**config.mk**
```make
export PLATFORM = sky130hd
export DESIGN_NAME = uart_line_arbiter_flat
export DESIGN_NICKNAME = d
export VERILOG_FILES = /design/src/rtl/uart_line_arbiter_if.sv /design/src/rtl/uart_line_arbiter.sv /design/src/flat_wrapper.sv
export SDC_FILE = /design/constraint.sdc
export NUM_CORES = 1
export LEC_CHECK = 0
export ABC_CLOCK_PERIOD_IN_PS = 2630
export BUFFER_PORTS_ARGS = -buffer_cell sky130_fd_sc_hd__buf_4
export CAP_MARGIN = 30
export CORE_UTILIZATION = 45
export DETAILED_ROUTE_END_ITERATION = 6
export PLACE_DENSITY_LB_ADDON = 0.2
export SYNTH_ARGS = -nofsm -noshare
export SYNTH_HDL_FRONTEND = slang
export SYNTH_SLANG_ARGS = --single-unit
```
**constraint.sdc**
```tcl
create_clock -name clk -period 2.63 [get_ports clk]
set_clock_uncertainty 0.2 [all_clocks]
set_input_delay 0.1315 -clock clk [delete_from_list [all_inputs] [get_ports clk]]
set_output_delay 0.1315 -clock clk [all_outputs]
set_load 0.05 [all_outputs]
```
**src/rtl/uart_line_arbiter_if.sv**
```systemverilog
// Byte-stream bundle between the two UART receive paths, the arbiter and
// the PC-facing serializer. The master view belongs to the arbiter: it
// drives the source ready signals, the output byte and the grant status.
// The slave view is the surrounding fabric (sources, serializer, monitors).
interface uart_line_arbiter_if;
    logic [7:0] croc_data;
    logic       croc_valid;
    logic       croc_ready;
    logic [7:0] stm_data;
    logic       stm_valid;
    logic       stm_ready;
    logic [7:0] tx_data;
    logic       tx_valid;
    logic       tx_ready;
    logic [1:0] grant;
    logic       timeout_evt;

    modport master (
        input  croc_data, croc_valid, stm_data, stm_valid, tx_ready,
        output croc_ready, stm_ready, tx_data, tx_valid, grant, timeout_evt
    );

    modport slave (
        output croc_data, croc_valid, stm_data, stm_valid, tx_ready,
        input  croc_ready, stm_ready, tx_data, tx_valid, grant, timeout_evt
    );
endinterface

```
**src/rtl/uart_line_arbiter.sv**
```systemverilog
// uart_line_arbiter: shares the PC UART transmit path between the CROC
// console and the STM32 monitor link with line granularity. A granted
// source keeps the link until it sends 0x0A, reaches MAX_LINE bytes, or
// stays silent for IDLE_TIMEOUT cycles. Ties in IDLE go round-robin.
// A single output register decouples the sources from the serializer and
// drains on its own, independent of ownership.
//
// Optional build macro: UART_ARB_TAG_EN -- each grant first emits a tag
// byte ('C' for CROC, 'S' for STM32) through an extra TAG state.
module uart_line_arbiter #(
    parameter int IDLE_TIMEOUT = 20000,
    parameter int MAX_LINE     = 256
) (
    input  logic                clk,
    input  logic                rst,
    uart_line_arbiter_if.master bus
);

    localparam int BW = $clog2(MAX_LINE + 1);
    localparam int IW = $clog2(IDLE_TIMEOUT);

    localparam logic [BW-1:0] CNT_MAX   = BW'(MAX_LINE);
    localparam logic [BW-1:0] CNT_LAST  = BW'(MAX_LINE - 1);
    localparam logic [IW-1:0] IDLE_LAST = IW'(IDLE_TIMEOUT - 1);
    localparam logic [7:0]    NEWLINE   = 8'h0A;

    typedef enum logic [1:0] {
        S_IDLE = 2'd0,
`ifdef UART_ARB_TAG_EN
        S_TAG  = 2'd1,
`endif
        S_PASS = 2'd2
    } state_t;

`ifdef UART_ARB_TAG_EN
    localparam state_t     GRANT_NEXT = S_TAG;
    localparam logic [7:0] TAG_CROC   = 8'h43;
    localparam logic [7:0] TAG_STM    = 8'h53;
`else
    localparam state_t     GRANT_NEXT = S_PASS;
`endif

    state_t          state_r;
    logic [1:0]      grant_r;
    logic            last_stm_r;
    logic [BW-1:0]   byte_cnt_r;
    logic [IW-1:0]   idle_cnt_r;
    logic [7:0]      tx_data_r;
    logic            tx_valid_r;

    logic            or_free_s;
    logic            in_pass_s;
    logic            owner_valid_s;
    logic [7:0]      owner_data_s;
    logic            accept_s;
    logic            timeout_hit_s;

    // Decode owner handshake, output-register availability and timeout
    always_comb begin
        or_free_s = !tx_valid_r || bus.tx_ready;
        in_pass_s = (state_r == S_PASS);
        if (grant_r[0]) begin
            owner_valid_s = bus.croc_valid;
            owner_data_s  = bus.croc_data;
        end else begin
            owner_valid_s = bus.stm_valid;
            owner_data_s  = bus.stm_data;
        end
        accept_s      = in_pass_s && owner_valid_s && or_free_s;
        timeout_hit_s = in_pass_s && !owner_valid_s && (idle_cnt_r == IDLE_LAST);
    end

    assign bus.croc_ready  = in_pass_s && grant_r[0] && or_free_s;
    assign bus.stm_ready   = in_pass_s && grant_r[1] && or_free_s;
    assign bus.timeout_evt = timeout_hit_s;
    assign bus.tx_data     = tx_data_r;
    assign bus.tx_valid    = tx_valid_r;
    assign bus.grant       = grant_r;

    // Ownership FSM, line counters and output register
    always_ff @(posedge clk or posedge rst) begin
        if (rst) begin
            state_r    <= S_IDLE;
            grant_r    <= 2'b00;
            last_stm_r <= 1'b1;
            byte_cnt_r <= '0;
            idle_cnt_r <= '0;
            tx_data_r  <= 8'h00;
            tx_valid_r <= 1'b0;
        end else begin
            // The output register empties whenever the serializer takes it;
            // a load below overrides this in the same cycle.
            if (bus.tx_ready) begin
                tx_valid_r <= 1'b0;
            end else begin
                tx_valid_r <= tx_valid_r;
            end

            case (state_r)
                S_IDLE: begin
                    if (bus.croc_valid && (!bus.stm_valid || last_stm_r)) begin
                        grant_r    <= 2'b01;
                        byte_cnt_r <= '0;
                        idle_cnt_r <= '0;
                        state_r    <= GRANT_NEXT;
                    end else if (bus.stm_valid) begin
                        grant_r    <= 2'b10;
                        byte_cnt_r <= '0;
                        idle_cnt_r <= '0;
                        state_r    <= GRANT_NEXT;
                    end else begin
                        state_r    <= S_IDLE;
                    end
                end
`ifdef UART_ARB_TAG_EN
                S_TAG: begin
                    if (or_free_s) begin
                        tx_data_r  <= grant_r[0] ? TAG_CROC : TAG_STM;
                        tx_valid_r <= 1'b1;
                        state_r    <= S_PASS;
                    end else begin
                        state_r    <= S_TAG;
                    end
                end
`endif
                S_PASS: begin
                    if (accept_s) begin
                        tx_data_r  <= owner_data_s;
                        tx_valid_r <= 1'b1;
                        idle_cnt_r <= '0;
                        if (byte_cnt_r != CNT_MAX) begin
                            byte_cnt_r <= byte_cnt_r + BW'(1);
                        end else begin
                            byte_cnt_r <= byte_cnt_r;
                        end
                        // End of line or line-length cap: hand the link back.
                        if ((owner_data_s == NEWLINE) || (byte_cnt_r == CNT_LAST)) begin
                            grant_r    <= 2'b00;
                            last_stm_r <= grant_r[1];
                            state_r    <= S_IDLE;
                        end else begin
                            state_r    <= S_PASS;
                        end
                    end else if (!owner_valid_s) begin
                        if (timeout_hit_s) begin
                            grant_r    <= 2'b00;
                            last_stm_r <= grant_r[1];
                            state_r    <= S_IDLE;
                        end else begin
                            idle_cnt_r <= idle_cnt_r + IW'(1);
                        end
                    end else begin
                        // Owner valid but output register busy: wait.
                        state_r <= S_PASS;
                    end
                end
                default: begin
                    grant_r <= 2'b00;
                    state_r <= S_IDLE;
                end
            endcase
        end
    end

endmodule
```
**src/flat_wrapper.sv**
```systemverilog
// flat-port wrapper written by rule: the top's interface ports become plain ports
module uart_line_arbiter_flat 
#(
    parameter int IDLE_TIMEOUT = 20000,
    parameter int MAX_LINE     = 256
)
  (clk, rst, bus_croc_data, bus_croc_valid, bus_stm_data, bus_stm_valid, bus_tx_ready, bus_croc_ready, bus_stm_ready, bus_tx_data, bus_tx_valid, bus_grant, bus_timeout_evt);
  uart_line_arbiter_if bus_i ();
  input  logic clk;
  input  logic rst;
  input wire logic [$bits(bus_i.croc_data)-1:0] bus_croc_data;
  input wire logic [$bits(bus_i.croc_valid)-1:0] bus_croc_valid;
  input wire logic [$bits(bus_i.stm_data)-1:0] bus_stm_data;
  input wire logic [$bits(bus_i.stm_valid)-1:0] bus_stm_valid;
  input wire logic [$bits(bus_i.tx_ready)-1:0] bus_tx_ready;
  output wire logic [$bits(bus_i.croc_ready)-1:0] bus_croc_ready;
  output wire logic [$bits(bus_i.stm_ready)-1:0] bus_stm_ready;
  output wire logic [$bits(bus_i.tx_data)-1:0] bus_tx_data;
  output wire logic [$bits(bus_i.tx_valid)-1:0] bus_tx_valid;
  output wire logic [$bits(bus_i.grant)-1:0] bus_grant;
  output wire logic [$bits(bus_i.timeout_evt)-1:0] bus_timeout_evt;
  assign bus_i.croc_data = bus_croc_data;
  assign bus_i.croc_valid = bus_croc_valid;
  assign bus_i.stm_data = bus_stm_data;
  assign bus_i.stm_valid = bus_stm_valid;
  assign bus_i.tx_ready = bus_tx_ready;
  assign bus_croc_ready = bus_i.croc_ready;
  assign bus_stm_ready = bus_i.stm_ready;
  assign bus_tx_data = bus_i.tx_data;
  assign bus_tx_valid = bus_i.tx_valid;
  assign bus_grant = bus_i.grant;
  assign bus_timeout_evt = bus_i.timeout_evt;
  uart_line_arbiter #(.IDLE_TIMEOUT(IDLE_TIMEOUT), .MAX_LINE(MAX_LINE)) u_core (.clk(clk), .rst(rst), .bus(bus_i));
endmodule
```
==> impl_metrics.ini, run 1 <==
[sta]
final_hold_viol_count = 0
final-setup-viol-count = 0
fmax_mhz = 448
rsz0062_at_grt = no
worst_pin_slew_ps = 737
timing.final.max_slew_violations = 0
min_period_over_period_pct = 84.8
finalSetupTns_ps = 0
max-slew-margin-rel_pct = 50.5
min_period_ps = 2230

[critical_path]
crit_family = multiplexers
worstPathCellList = mux2i_2 > nand2_1 > nor2_2 > buf_4
cp_slowest_cell = mux2i_2
reg2reg_slack_ps = 400
crit_buf_inv = 1
cp-end-kind = output pin
max_stage_delay_ps = 480
rr_worst_depth = 7
r2r_start = u_core.byte_cnt_r[0]
worstReg2RegEnd = u_core.byte_cnt_r[2]
cp-start-kind = flip-flop
path_class = flip-flop to output pin
arrival_ps = 1900
crit_path_max_fanout = 8
worstPathRequired_ps = 2300

[cts]
tritoncts = built
cts_resized = 0
clock_latency_ps = 290
ctsLongestPathBuffers = 2
clock-sinks = 37
cts-root-buf = clkbuf_8
htreeDepth = 2
path_clk_slew_ps = 70
cts_inserted_buffers = 5

[layout]
area_growth_syn_to_layout_pct = 28.3
ff_latch_area_sq_um = 927
design_area_sq_mm = 0.00267
antenna_cells = 0
fin_nets = 309
fillers = 399
layout-drive-gt1-share_pct = 18.0
final_util_pct = 60.6
multi_input_area_sq_mm = 0.00107

[flow_run]
cap_violations = 0

[hold_path]
holdPathStages = 3
holdPathEnd = u_core.bus.grant[0]
hp-start = bus_croc_valid
hold_class = primary input to flip-flop

[placed_design]
place_area_sq_mm = 0.00240
io_buffers = 34
hpwl_um = 3450
routabilityCongestion = 0.831

[yosys]
yosys-top-cells-count = 36 x dfrtp_1, 23 x nand2_1, 23 x nor2_1
synth_async_sr_flop_share_pct = 100
synthesis.area_sq_mm = 0.00208
synth_fp_nets = 255
ys_warn_count = 0
synth_top_area_cell = dfrtp_1
yosysUniqueCellTypes = 42
ys_ff_latch = 37
yosys-top-cells-area = dfrtp_1 43%, nand2_1 4.1%, nor2_1 4.1%
synth_edf_count = 0
ys_seq_area_share_pct = 44.5
synth_most_common_cell = dfrtp_1
synth_top_area_share_pct = 43.2
syn_inst = 230
synth_area_per_cell_sq_um = 9.06
ys.flop_type = dfrtp_1

[route]
drt_iter0_drc = 95
drt-vias-per-instance = 5.62
drt_first_pass_iters = 4
final_antenna_net_count = 0
routed_wl_um = 4970
vias = 1889
wl_per_cell_um = 14.8
drc = 0

[floorplanning]
initial_core_util_pct = 47.2
row_count = 24
fp.dieW_um = 70.1
ioPinCount = 35
dieArea_sq_mm = 0.00491
core_sq_mm = 0.00441
die_y_um = 70.1

[power_and_ir_drop]
power.density_mw_per_mm2 = 923
ir_drop_uv = 841
p_leak_nw = 1.17

[global_route]
grt_pass1_wl_um = 8780
grt_max_degree = 38
grt_overflow = 0
antenna_found_initial = 0
grt_pass1_vias = 1845
grt.total_usage_pct = 22.4

[run_status]
status = finished, final reports clean
-- metrics by stage --
step           hold WS (ps)  setup slack (ps)  total power, mW  instances
6_report               6.10               400             2.47        336
5_1_grt                29.1               158             2.62        336
4_1_cts                8.35               403             2.47        336
3_5_place_dp           89.2               443             1.94        312
3_3_place_gp           80.7               507             1.92        312
2_1_floorplan           110              81.6             1.62        230
-- per-layer routing --
metal,GRT usage (%),up-vias,routed length [um]
met4,5.11,0,46
li1,-,946,-
met3,4.47,5,195
met2,35.1,43,2300
met5,0,-,0
met1,31.9,895,2430
-- how the worst max path moves through the flow --
| stage | start | to | slack, ps | depth (start not counted) |
|---|---|---|---|---|
| CTS | u_core.byte_cnt_r[0] | u_core.byte_cnt_r[2] | 400 | 7 |
| detailed placement | u_core.byte_cnt_r[0] | u_core.byte_cnt_r[2] | 440 | 7 |
| finish | u_core.bus.grant[0] | bus_timeout_evt | 400 | 4 |
| global route | u_core.byte_cnt_r[0] | u_core.byte_cnt_r[2] | 160 | 7 |
| floorplan | u_core.bus.grant[0] | u_core.last_stm_r | 80 | 6 |
| global placement | u_core.byte_cnt_r[0] | u_core.byte_cnt_r[2] | 510 | 7 |
-- cells in the final DEF (no fill, tap or decap), types with 4 or more instances in the layout --
cell type / synthesis / final
xnor2_1: 7 / 7
o31ai_1: 7 / 7
ha_1: 4 / 4
nor2_1: 23 / 22
nand2_1: 23 / 23
nor4_1: 7 / 7
nand3_1: 14 / 14
dlygate4sd3_1: 0 / 17
buf_4: 0 / 39
mux2i_1: 8 / 8
o21ai_0: 17 / 17
clkbuf_8: 0 / 5
nand4_1: 5 / 5
a21oi_1: 4 / 4
nor3_1: 6 / 6
o21ai_1: 10 / 10
dfrtp_1: 36 / 36
inv_1: 11 / 11
-- registers in the layout (all words and copies together), names as in the netlist --
| name | cells |
|---|---|
| u_core.bus.grant | 2 |
| u_core.bus.tx_data | 8 |
| u_core.bus.tx_valid | 1 |
| u_core.byte_cnt_r | 9 |
| u_core.idle_cnt_r | 15 |
| u_core.last_stm_r | 1 |
| u_core.state_r | 1 |
-- worst register-to-register path: cells and delay by family (launching register included) --
kind,cells,cell delay [ps]
AO/OA/AOI/OAI,1,490
XOR/XNOR,1,150
adder cells (fa/ha/maj),1,130
buffers and inverters,1,70
flip-flops,1,420
AND/OR/NAND/NOR,3,640
-- layout make-up --
type | instances | area share [%]
inverters | 11 | 1.54
well taps | 52 | 2.43
clock buffers | 5 | 2.57
clock inverters | 2 | 1.31
repair buffers | 56 | 17.3
multi-input cells | 173 | 40.1
flip-flops and latches | 37 | 34.7
-- cells by family after synthesis --
kind of cell / share of synthesized area [%]
AO/OA/AOI/OAI: 16.1
XOR/XNOR: 4.20
adder cells (fa/ha/maj): 2.40
buffers and inverters: 4.14
flip-flops: 44.5
multiplexers: 5.76
AND/OR/NAND/NOR: 22.9
-- power by group --
group / switching (mW) / leakage, nW / total, mW / internal [mW]
Clock: 0.206 / 0.0540 / 0.482 / 0.276
Combinational: 0.771 / 0.629 / 1.19 / 0.421
Sequential: 0.0964 / 0.489 / 0.793 / 0.696
Total: 1.07 / 1.17 / 2.47 / 1.39
-- timing repair --
action / in CTS / in global routing
setup buffers: 0 / 0
hold buffers: 17 / 0
hold endpoints to repair: 44 / 0
Power figures use the tool's default switching activity.
==> inputs of run 2 (changes only) <==
--- a/config.mk
+++ b/config.mk
@@ -5,7 +5,7 @@
 export SDC_FILE = /design/constraint.sdc
 export NUM_CORES = 1
 export LEC_CHECK = 0
-export ABC_CLOCK_PERIOD_IN_PS = 2630
+export ABC_CLOCK_PERIOD_IN_PS = 2040
 export BUFFER_PORTS_ARGS = -buffer_cell sky130_fd_sc_hd__buf_4
 export CAP_MARGIN = 30
 export CORE_UTILIZATION = 45
==> constraint.sdc (replaced) <==
create_clock -name clk -period 2.04 [get_ports clk]
set_clock_uncertainty 0.2 [all_clocks]
set_input_delay 0.102 -clock clk [delete_from_list [all_inputs] [get_ports clk]]
set_output_delay 0.102 -clock clk [all_outputs]
set_load 0.05 [all_outputs]
==> run 2 against run 1 <==
Compared with the run above: non-clock buffer count grew 24; register-to-register slack lost 350 ps; clock power grew 38%; total power grew 40%; combinational power grew 48%; clock-buffer cell count grew 2; first-iteration DRC count shrank 18%; die area is the same; cell area grew 12%; sequential cell count is the same; cell count grew 7.4%; sequential power grew 31%; critical endpoint is now u_core.last_stm_r; largest cell class unchanged.
==> impl_metrics.ini, run 2 (synthesis results as in run 1) <==
[route]
vias = 1992
drc = 0
drt_first_pass_iters = 4
routed_wl_um = 5180
wl_per_cell_um = 14.3
final_antenna_net_count = 0
drt_iter0_drc = 78
drt-vias-per-instance = 5.52

[floorplanning]
die_y_um = 70.1
initial_core_util_pct = 47.2
ioPinCount = 35
fp.dieW_um = 70.1
dieArea_sq_mm = 0.00491
core_sq_mm = 0.00441
row_count = 24

[critical_path]
worstPathRequired_ps = 2060
worstReg2RegEnd = u_core.last_stm_r
crit_path_max_fanout = 4
reg2reg_slack_ps = 50
r2r_start = u_core.byte_cnt_r[0]
path_class = flip-flop to flip-flop
cp-end-kind = flip-flop
critPathCapture = u_core.last_stm_r
cp-start-kind = flip-flop
rr_worst_depth = 8
arrival_ps = 2010
startpoint = u_core.byte_cnt_r[0]

[power_and_ir_drop]
p_leak_nw = 1.30
power.switching_mw = 1.47
clkPwrFrac_pct = 19.2
sw_frac_of_total_pct = 42.3
ir_drop_uv = 762
p_int_mw = 2.00
p_seq_share_pct = 30.0
power.density_mw_per_mm2 = 1150
p_comb_share_pct = 50.8

[cts]
cts-root-buf = clkbuf_8
ctsLongestPathBuffers = 2
clock-sinks = 37
htreeDepth = 2
path_clk_slew_ps = 70
tritoncts = built
cts_inserted_buffers = 5
clock_latency_ps = 300

[layout]
antenna_cells = 0
layout_commonest_cell = buf_4
final_util_pct = 67.9
fin_nets = 333
layout-drive-gt1-share_pct = 28.5
design_area_sq_mm = 0.00300
area_growth_syn_to_layout_pct = 43.8
top_register = u_core.idle_cnt_r
layout_common_cells = 59 x buf_4, 35 x dfrtp_1, 22 x nor2_1, 22 x nand2_1, 18 x dlygate4sd3_1
largest_reg_flops = 15

[placed_design]
hpwl_um = 3440
place_area_sq_mm = 0.00259
routabilityCongestion = 0.807
io_buffers = 34

[hold_path]
hold_class = primary input to flip-flop

[sta]
min_period_ps = 1990
finalSetupTns_ps = 0
worst_pin_slew_ps = 481
fmax_mhz = 503
max-slew-margin-rel_pct = 67.6
final_hold_viol_count = 0
rsz0062_at_grt = yes
min_period_over_period_pct = 97.5
final-setup-viol-count = 0
timing.final.max_slew_violations = 0
hold_ws_ps = 43.3

[global_route]
grt_pass1_vias = 1928
grt.total_usage_pct = 23.4
grt_pass1_wl_um = 9040
grt_overflow = 0
grt_max_degree = 38
antenna_found_initial = 0

[run_status]
status = finished, final reports clean

[flow_run]
cap_violations = 0
[run 2: cell types whose count changed in the layout (fill, tap and decap cells not counted), sizes merged]
cell | previous run | this run
clkbuf | 5 | 7
dlygate4sd3 | 17 | 18
buf | 39 | 62
clkinv | 1 | 0
[run 2: power by group through the flow]
stage               logic [mW]  clock network (mW)  registers [mW]
floorplan                0.765                   0            1.37
global placement          1.57                   0            1.05
detailed placement        1.59                   0            1.05
CTS                       1.67               0.685            1.04
global route              1.91               0.715            1.07
finish                    1.76               0.666            1.04
[run 2: metrics by stage]
step	total power, mW	setup WS, ps	cells
3_5_place_dp	2.64	-10.3	326
6_report	3.46	51.7	361
4_1_cts	3.39	6.07	353
2_1_floorplan	2.14	-133	230
3_3_place_gp	2.62	27.1	326
5_1_grt	3.69	-51.8	361
[run 2: worst min-delay path by stage]
stage,start,cells past startpoint,slack (ps),end
2_1_floorplan,rst,1,80,u_core.bus.grant[1]
3_3_place_gp,rst,3,50,u_core.idle_cnt_r[8]
3_5_place_dp,rst,3,50,u_core.idle_cnt_r[14]
4_1_cts,bus_tx_ready,3,20,u_core.bus.tx_valid
5_1_grt,bus_stm_valid,4,60,u_core.idle_cnt_r[2]
6_report,bus_tx_ready,3,40,u_core.bus.tx_valid
[run 2: per-layer routing]
layer	vias to the layer above	routed length (um)	global-route usage, %
li1	998	-	-
met1	936	2570	33.1
met2	50	2270	34.4
met3	8	247	6.06
met4	0	89	8.67
met5	-	0	0
[run 2: layout make-up]
type | count | area [sq um]
fill | 359 | 1420
multi-input combinational | 173 | 1180
sequential | 37 | 928
timing repair buffer | 80 | 661
clock buffer | 7 | 86.3
tap | 52 | 65.1
inverter | 11 | 41.3
clock inverter | 1 | 30.0
[run 2: repair_timing]
action,4_1_cts,5_1_grt
setup buffers,1,8
hold endpoints to repair,45,0
gates resized for setup,2,13
hold buffers,18,0
endpoints found under the setup margin,2,11
pin swaps,0,7
[run 2: critical path, stage by stage (launching register included)]
cell and delay [ps]:
dfrtp_1 420, ha_2 200, nand2_1 60, nor2_1 50
and3_1 170, ha_2 160, a211o_1 240, o21ai_1 90
mux2_1 330
